File: src/rtl/uart_pkg.sv
// ---------------------------------------------------------------------------
// uart_pkg : shared types and constants for the UART receiver
// Rev 1.0
// ---------------------------------------------------------------------------
`default_nettype none

package uart_pkg;

  localparam int DATA_BITS = 8;

  typedef enum logic [1:0] {
    IDLE  = 2'd0,
    START = 2'd1,
    DATA  = 2'd2,
    STOP  = 2'd3
  } uart_rx_state_t;

endpackage

`default_nettype wire

File: src/rtl/sync_2ff.sv
// ---------------------------------------------------------------------------
// sync_2ff : two-flop synchronizer for a single asynchronous bit
// Rev 1.0
// ---------------------------------------------------------------------------
`default_nettype none

module sync_2ff #(
  parameter logic RESET_VAL = 1'b1
) (
  input  logic clk,
  input  logic reset,
  input  logic d_i,
  output logic q_o
);

  logic meta_q;
  logic sync_q;

  always_ff @(posedge clk) begin
    if (!reset) begin
      meta_q <= RESET_VAL;
      sync_q <= RESET_VAL;
    end else begin
      meta_q <= d_i;
      sync_q <= meta_q;
    end
  end

  assign q_o = sync_q;

endmodule

`default_nettype wire

File: src/rtl/uart_rx.sv
// ---------------------------------------------------------------------------
// uart_rx : 8N1 UART receiver, LSB first, mid-bit sampling on the system clock
// Rev 1.0
// ---------------------------------------------------------------------------
`default_nettype none

module uart_rx
  import uart_pkg::*;
#(
  parameter int TICKS_PER_BIT = 87
) (
  input  logic       clk,
  input  logic       reset,
  input  logic       rx,
  output logic [7:0] data_out,
  output logic       valid
);

  localparam int CNT_W = $clog2(TICKS_PER_BIT);
  localparam int IDX_W = $clog2(DATA_BITS);
  localparam logic [CNT_W-1:0] HALF_CNT = CNT_W'((TICKS_PER_BIT - 1) / 2);
  localparam logic [CNT_W-1:0] FULL_CNT = CNT_W'(TICKS_PER_BIT - 1);
  localparam logic [IDX_W-1:0] LAST_IDX = IDX_W'(DATA_BITS - 1);

  logic rx_s;

  uart_rx_state_t           state_q, state_d;
  logic [CNT_W-1:0]         cnt_q, cnt_d;
  logic [IDX_W-1:0]         idx_q, idx_d;
  logic [DATA_BITS-1:0]     shift_q, shift_d;
  logic [DATA_BITS-1:0]     data_q, data_d;
  logic                     valid_q, valid_d;

  sync_2ff #(
    .RESET_VAL (1'b1)
  ) u_sync (
    .clk   (clk),
    .reset (reset),
    .d_i   (rx),
    .q_o   (rx_s)
  );

  always_ff @(posedge clk) begin
    if (!reset) begin
      state_q <= IDLE;
      cnt_q   <= '0;
      idx_q   <= '0;
      shift_q <= '0;
      data_q  <= '0;
      valid_q <= 1'b0;
    end else begin
      state_q <= state_d;
      cnt_q   <= cnt_d;
      idx_q   <= idx_d;
      shift_q <= shift_d;
      data_q  <= data_d;
      valid_q <= valid_d;
    end
  end

  always_comb begin
    state_d = state_q;
    unique case (state_q)
      IDLE:  if (!rx_s) state_d = START;
      START: if (cnt_q == HALF_CNT) state_d = rx_s ? IDLE : DATA;
      DATA:  if (cnt_q == FULL_CNT && idx_q == LAST_IDX) state_d = STOP;
      STOP:  if (cnt_q == FULL_CNT) state_d = IDLE;
      default: state_d = IDLE;
    endcase
  end

  // Counter always restarts at zero on each sample point, so the next
  // sample lands one full bit period later, i.e. mid-bit again.
  always_comb begin
    cnt_d   = cnt_q + 1'b1;
    idx_d   = idx_q;
    shift_d = shift_q;
    data_d  = data_q;
    valid_d = 1'b0;
    unique case (state_q)
      IDLE: begin
        cnt_d = '0;
        idx_d = '0;
      end
      START: begin
        if (cnt_q == HALF_CNT) begin
          cnt_d = '0;
          idx_d = '0;
        end
      end
      DATA: begin
        if (cnt_q == FULL_CNT) begin
          cnt_d          = '0;
          shift_d[idx_q] = rx_s;
          idx_d          = idx_q + 1'b1;
        end
      end
      STOP: begin
        if (cnt_q == FULL_CNT) begin
          cnt_d   = '0;
          data_d  = shift_q;
          valid_d = 1'b1;
        end
      end
      default: begin
        cnt_d = '0;
      end
    endcase
  end

  assign data_out = data_q;
  assign valid    = valid_q;

endmodule

`default_nettype wire

File: config.mk
export PLATFORM = sky130hd
export DESIGN_NAME = uart_rx
export DESIGN_NICKNAME = d
export VERILOG_FILES = /design/src/rtl/uart_pkg.sv /design/src/rtl/sync_2ff.sv /design/src/rtl/uart_rx.sv
export SDC_FILE = /design/constraint.sdc
export NUM_CORES = 1
export LEC_CHECK = 0
export BUFFER_PORTS_ARGS = -buffer_cell sky130_fd_sc_hd__buf_2
export CAP_MARGIN = 10
export CORE_MARGIN = 10
export CORE_UTILIZATION = 40
export CTS_CLUSTER_SIZE = 10
export DETAILED_ROUTE_END_ITERATION = 12
export PLACE_DENSITY = 0.6
export SYNTH_ARGS = -nofsm -noshare
export SYNTH_HDL_FRONTEND = slang
export SYNTH_SLANG_ARGS = --single-unit
File: constraint.sdc
create_clock -name clk -period 1.9 [get_ports clk]
set_input_delay 0.095 -clock clk [delete_from_list [all_inputs] [get_ports clk]]
set_output_delay 0.095 -clock clk [all_outputs]
set_load 0.03 [all_outputs]
==> impl_metrics.py <==
metrics = {
    "route": {
        "drt_iter0_drc": 76,
        "vias_per_cell": 4.945,
        "ant_nets": 0,
        "dr.pass1.iters": 4,
        "vias": 989,
        "drc": 0,
        "post_drt_wl_per_cell_um": 11.91,
        "drt_wl_total_um": 2381,
    },
    "placement": {
        "dpl.hpwl_um": 1725,
        "dp_cells": 192,
        "port_buffers": 11,
        "routabilityCongestion": 0.7252,
        "post_dp_cell_area_um2": 1465,
    },
    "global_route": {
        "grt_pass1_vias": 909,
        "antenna_found_initial": 0,
        "gr-total-overflow": 0,
        "grt_pass1_wl_um": 4098,
        "grtUsageTotal": 0.08337,
        "grt_start_max_net_pins": 27,
    },
    "power": {
        "leakage_nw": 0.6811,
        "powerDensity_nw_per_um2": 696.2,
        "vdd_drop_max_uv": 480.2,
    },
    "final_layout": {
        "n_antenna_cell": 0,
        "final_cell_mix": "dfxtp_1 (31), mux2i_1 (18), nor2_1 (13)",
        "layout-drive-gt1-share": 0.1688,
        "stdcell_count": 200,
        "fill_cells": 337,
        "nNetsFinal": 161,
        "layout.cells.most_common": "dfxtp_1",
        "stdcell_area_um2": 1531,
        "area_growth_syn_to_layout_pct": 12.19,
    },
    "synthesis": {
        "avgSynthCellArea_um2": 9.821,
        "synthDistinctLibCells": 33,
        "syn_nets": 146,
        "netlist_instances": 139,
        "synth_seq_cells": 31,
        "synth-seq-area-share": 0.4546,
        "synth_warnings": 0,
        "netlist_area_um2": 1365,
    },
    "floorplanning": {
        "ios": 12,
        "die-area_um2": 6149,
        "fp.dieW_um": 78.42,
        "die_h_um": 78.42,
        "fp-row-count": 21,
        "initial_core_util": 0.4123,
        "core_um2": 3311,
    },
    "clock_network": {
        "cts_setup_buffers": 0,
        "clk_pin_slew_ns": 0.09,
        "root_buffer": "clkbuf_4",
        "cts_tree": "built",
        "clock_latency_ns": 0.32,
        "cts_max_level": 2,
        "clock_sinks": 31,
        "cts_buffers": 5,
        "cts_buffer_depth": 2,
    },
    "critical_path": {
        "r2r_slack_ns": 0.28,
        "end_kind": "flip-flop",
        "slowest_delay_ns": 0.55,
        "cp_num_buf_inv": 1,
        "slowest_stage": "or4_4",
        "critical_path.cell_chain": "inv_1 > ha_1 > nand4bb_4 > or4_4 > mux2i_1 > nor2b_1",
        "crit_family": "simple AND/OR/NAND/NOR gates",
        "critical_path_class": "flip-flop to flip-flop",
        "required_ns": 2.12,
        "critPathArrivalTime_ns": 1.84,
        "critPathMaxFanout": 8,
        "crit_path_start_kind": "flip-flop",
    },
    "timing": {
        "finalSetupViolCount": 0,
        "drv_slew": 0,
        "rsz0062_at_grt": "false",
        "finalCritPeriodShare": 0.8512,
        "holdWs_ns": 0.1528,
        "relSlewSlack": 0.7334,
        "worst_slew_pin_slew_ns": 0.4000,
        "fin_setup_tns_ns": 0,
        "skew_ns": 0.003184,
        "hold_viol": 0,
        "fin_crit_ns": 1.617,
        "fmaxAchievable_ghz": 0.6183,
    },
    "hold_path": {
        "holdCritPathClass": "input pin to flip-flop",
    },
    "run_status": {
        "status": "finished clean",
    },
    "flow_run": {
        "drv_cap": 0,
    },
}
==> path summary, 6_finish.rpt <==
path | start | depth (start not counted) | to
min reg2reg | u_sync.meta_q | 1 | u_sync.q_o
max reg2reg | cnt_q[0] | 6 | data_out[3]
max | cnt_q[0] | 6 | data_out[3]
min | reset | 2 | u_sync.meta_q
==> registers in the layout (all words and copies together), names as in the netlist, named ones only <==
signal	cells
cnt_q	7
data_out	8
idx_q	3
shift_q	8
state_q	1
u_sync.meta_q	1
u_sync.q_o	1
valid	1
==> routing by layer <==
layer / GRT usage / wire (um) / vias to the layer above / share of wire
met5: 0 / 0 / - / 0
met3: 0.04214 / 132 / 5 / 0.055
met2: 0.1176 / 1023 / 28 / 0.43
met4: 0.05018 / 55 / 0 / 0.023
li1: - / - / 512 / -
met1: 0.09868 / 1169 / 444 / 0.49
==> synth_stat cells <==
| cell type | n | area share |
|---|---|---|
| mux2_2 | 1 | 0.0082 |
| dfxtp_1 | 31 | 0.45 |
| inv_1 | 5 | 0.014 |
| nor4_1 | 1 | 0.0046 |
| buf_2 | 1 | 0.0037 |
| or4_4 | 1 | 0.0082 |
| o22a_1 | 1 | 0.0064 |
| and2_1 | 1 | 0.0046 |
| nand2b_1 | 3 | 0.014 |
| o21ai_0 | 1 | 0.0037 |
| mux2i_1 | 18 | 0.13 |
| nor2_1 | 13 | 0.036 |
| and4_1 | 2 | 0.013 |
| nand3_1 | 3 | 0.011 |
| a41o_1 | 1 | 0.0073 |
| nor3_1 | 1 | 0.0037 |
| nand4bb_4 | 1 | 0.020 |
| and3_2 | 1 | 0.0055 |
| nand2_1 | 10 | 0.028 |
| a21oi_1 | 1 | 0.0037 |
| xor2_1 | 2 | 0.013 |
| ha_1 | 4 | 0.037 |
| or3_1 | 1 | 0.0046 |
| nand4_1 | 8 | 0.037 |
| clkbuf_1 | 5 | 0.014 |
| nand2_2 | 1 | 0.0046 |
| a21o_1 | 1 | 0.0055 |
| buf_6 | 1 | 0.0082 |
| xnor2_1 | 4 | 0.026 |
| nand3b_1 | 1 | 0.0055 |
| o211ai_1 | 1 | 0.0055 |
| nor2b_1 | 10 | 0.046 |
| o22ai_1 | 3 | 0.014 |
==> layout make-up <==
class                   count  area, um^2  area share
repair buffers             15       87.58     0.05719
inverters                   5       18.77     0.01225
well taps                  46       57.56     0.03758
flip-flops and latches     31       620.6      0.4052
clock buffers               6       51.30     0.03350
clock inverters             1       5.005    0.003268
multi-input cells          96       690.7      0.4510
==> repair_timing <==
item	in CTS	in global routing
hold buffers	1	0
gates resized for setup	0	0
hold endpoints to repair	1	0
==> power by group <==
part	switching (mW)	leakage (nW)	total, mW	internal (mW)
Sequential	0.00215	0.250	0.655	0.653
Clock	0.209	0.0341	0.380	0.171
Combinational	0.0181	0.397	0.0310	0.0129
==> metrics by stage <==
step	util	setup slack, ns	power (mW)
2_1_floorplan	-	0.3639	0.6927
3_3_place_gp	0.4426	0.3048	0.6996
3_5_place_dp	0.4426	0.2836	0.7003
4_1_cts	0.4626	0.2742	1.081
5_1_grt	0.4626	0.1861	1.111
6_report	0.4626	0.2827	1.066
==> cells by family (layout without fill, tap and decap cells) <==
| logic type | Yosys count | count (layout) | synth area share |
|---|---|---|---|
| AND/OR/NAND/NOR | 58 | 58 | 0.2448 |
| AO/OA/AOI/OAI | 9 | 9 | 0.04583 |
| adder cells (fa/ha/maj) | 4 | 4 | 0.03667 |
| multiplexers | 19 | 19 | 0.1402 |
| XOR/XNOR | 6 | 6 | 0.03850 |
| flip-flops | 31 | 31 | 0.4546 |
| buffers and inverters | 12 | 27 | 0.03941 |
Note: power is estimated with default switching activity, not from simulation.
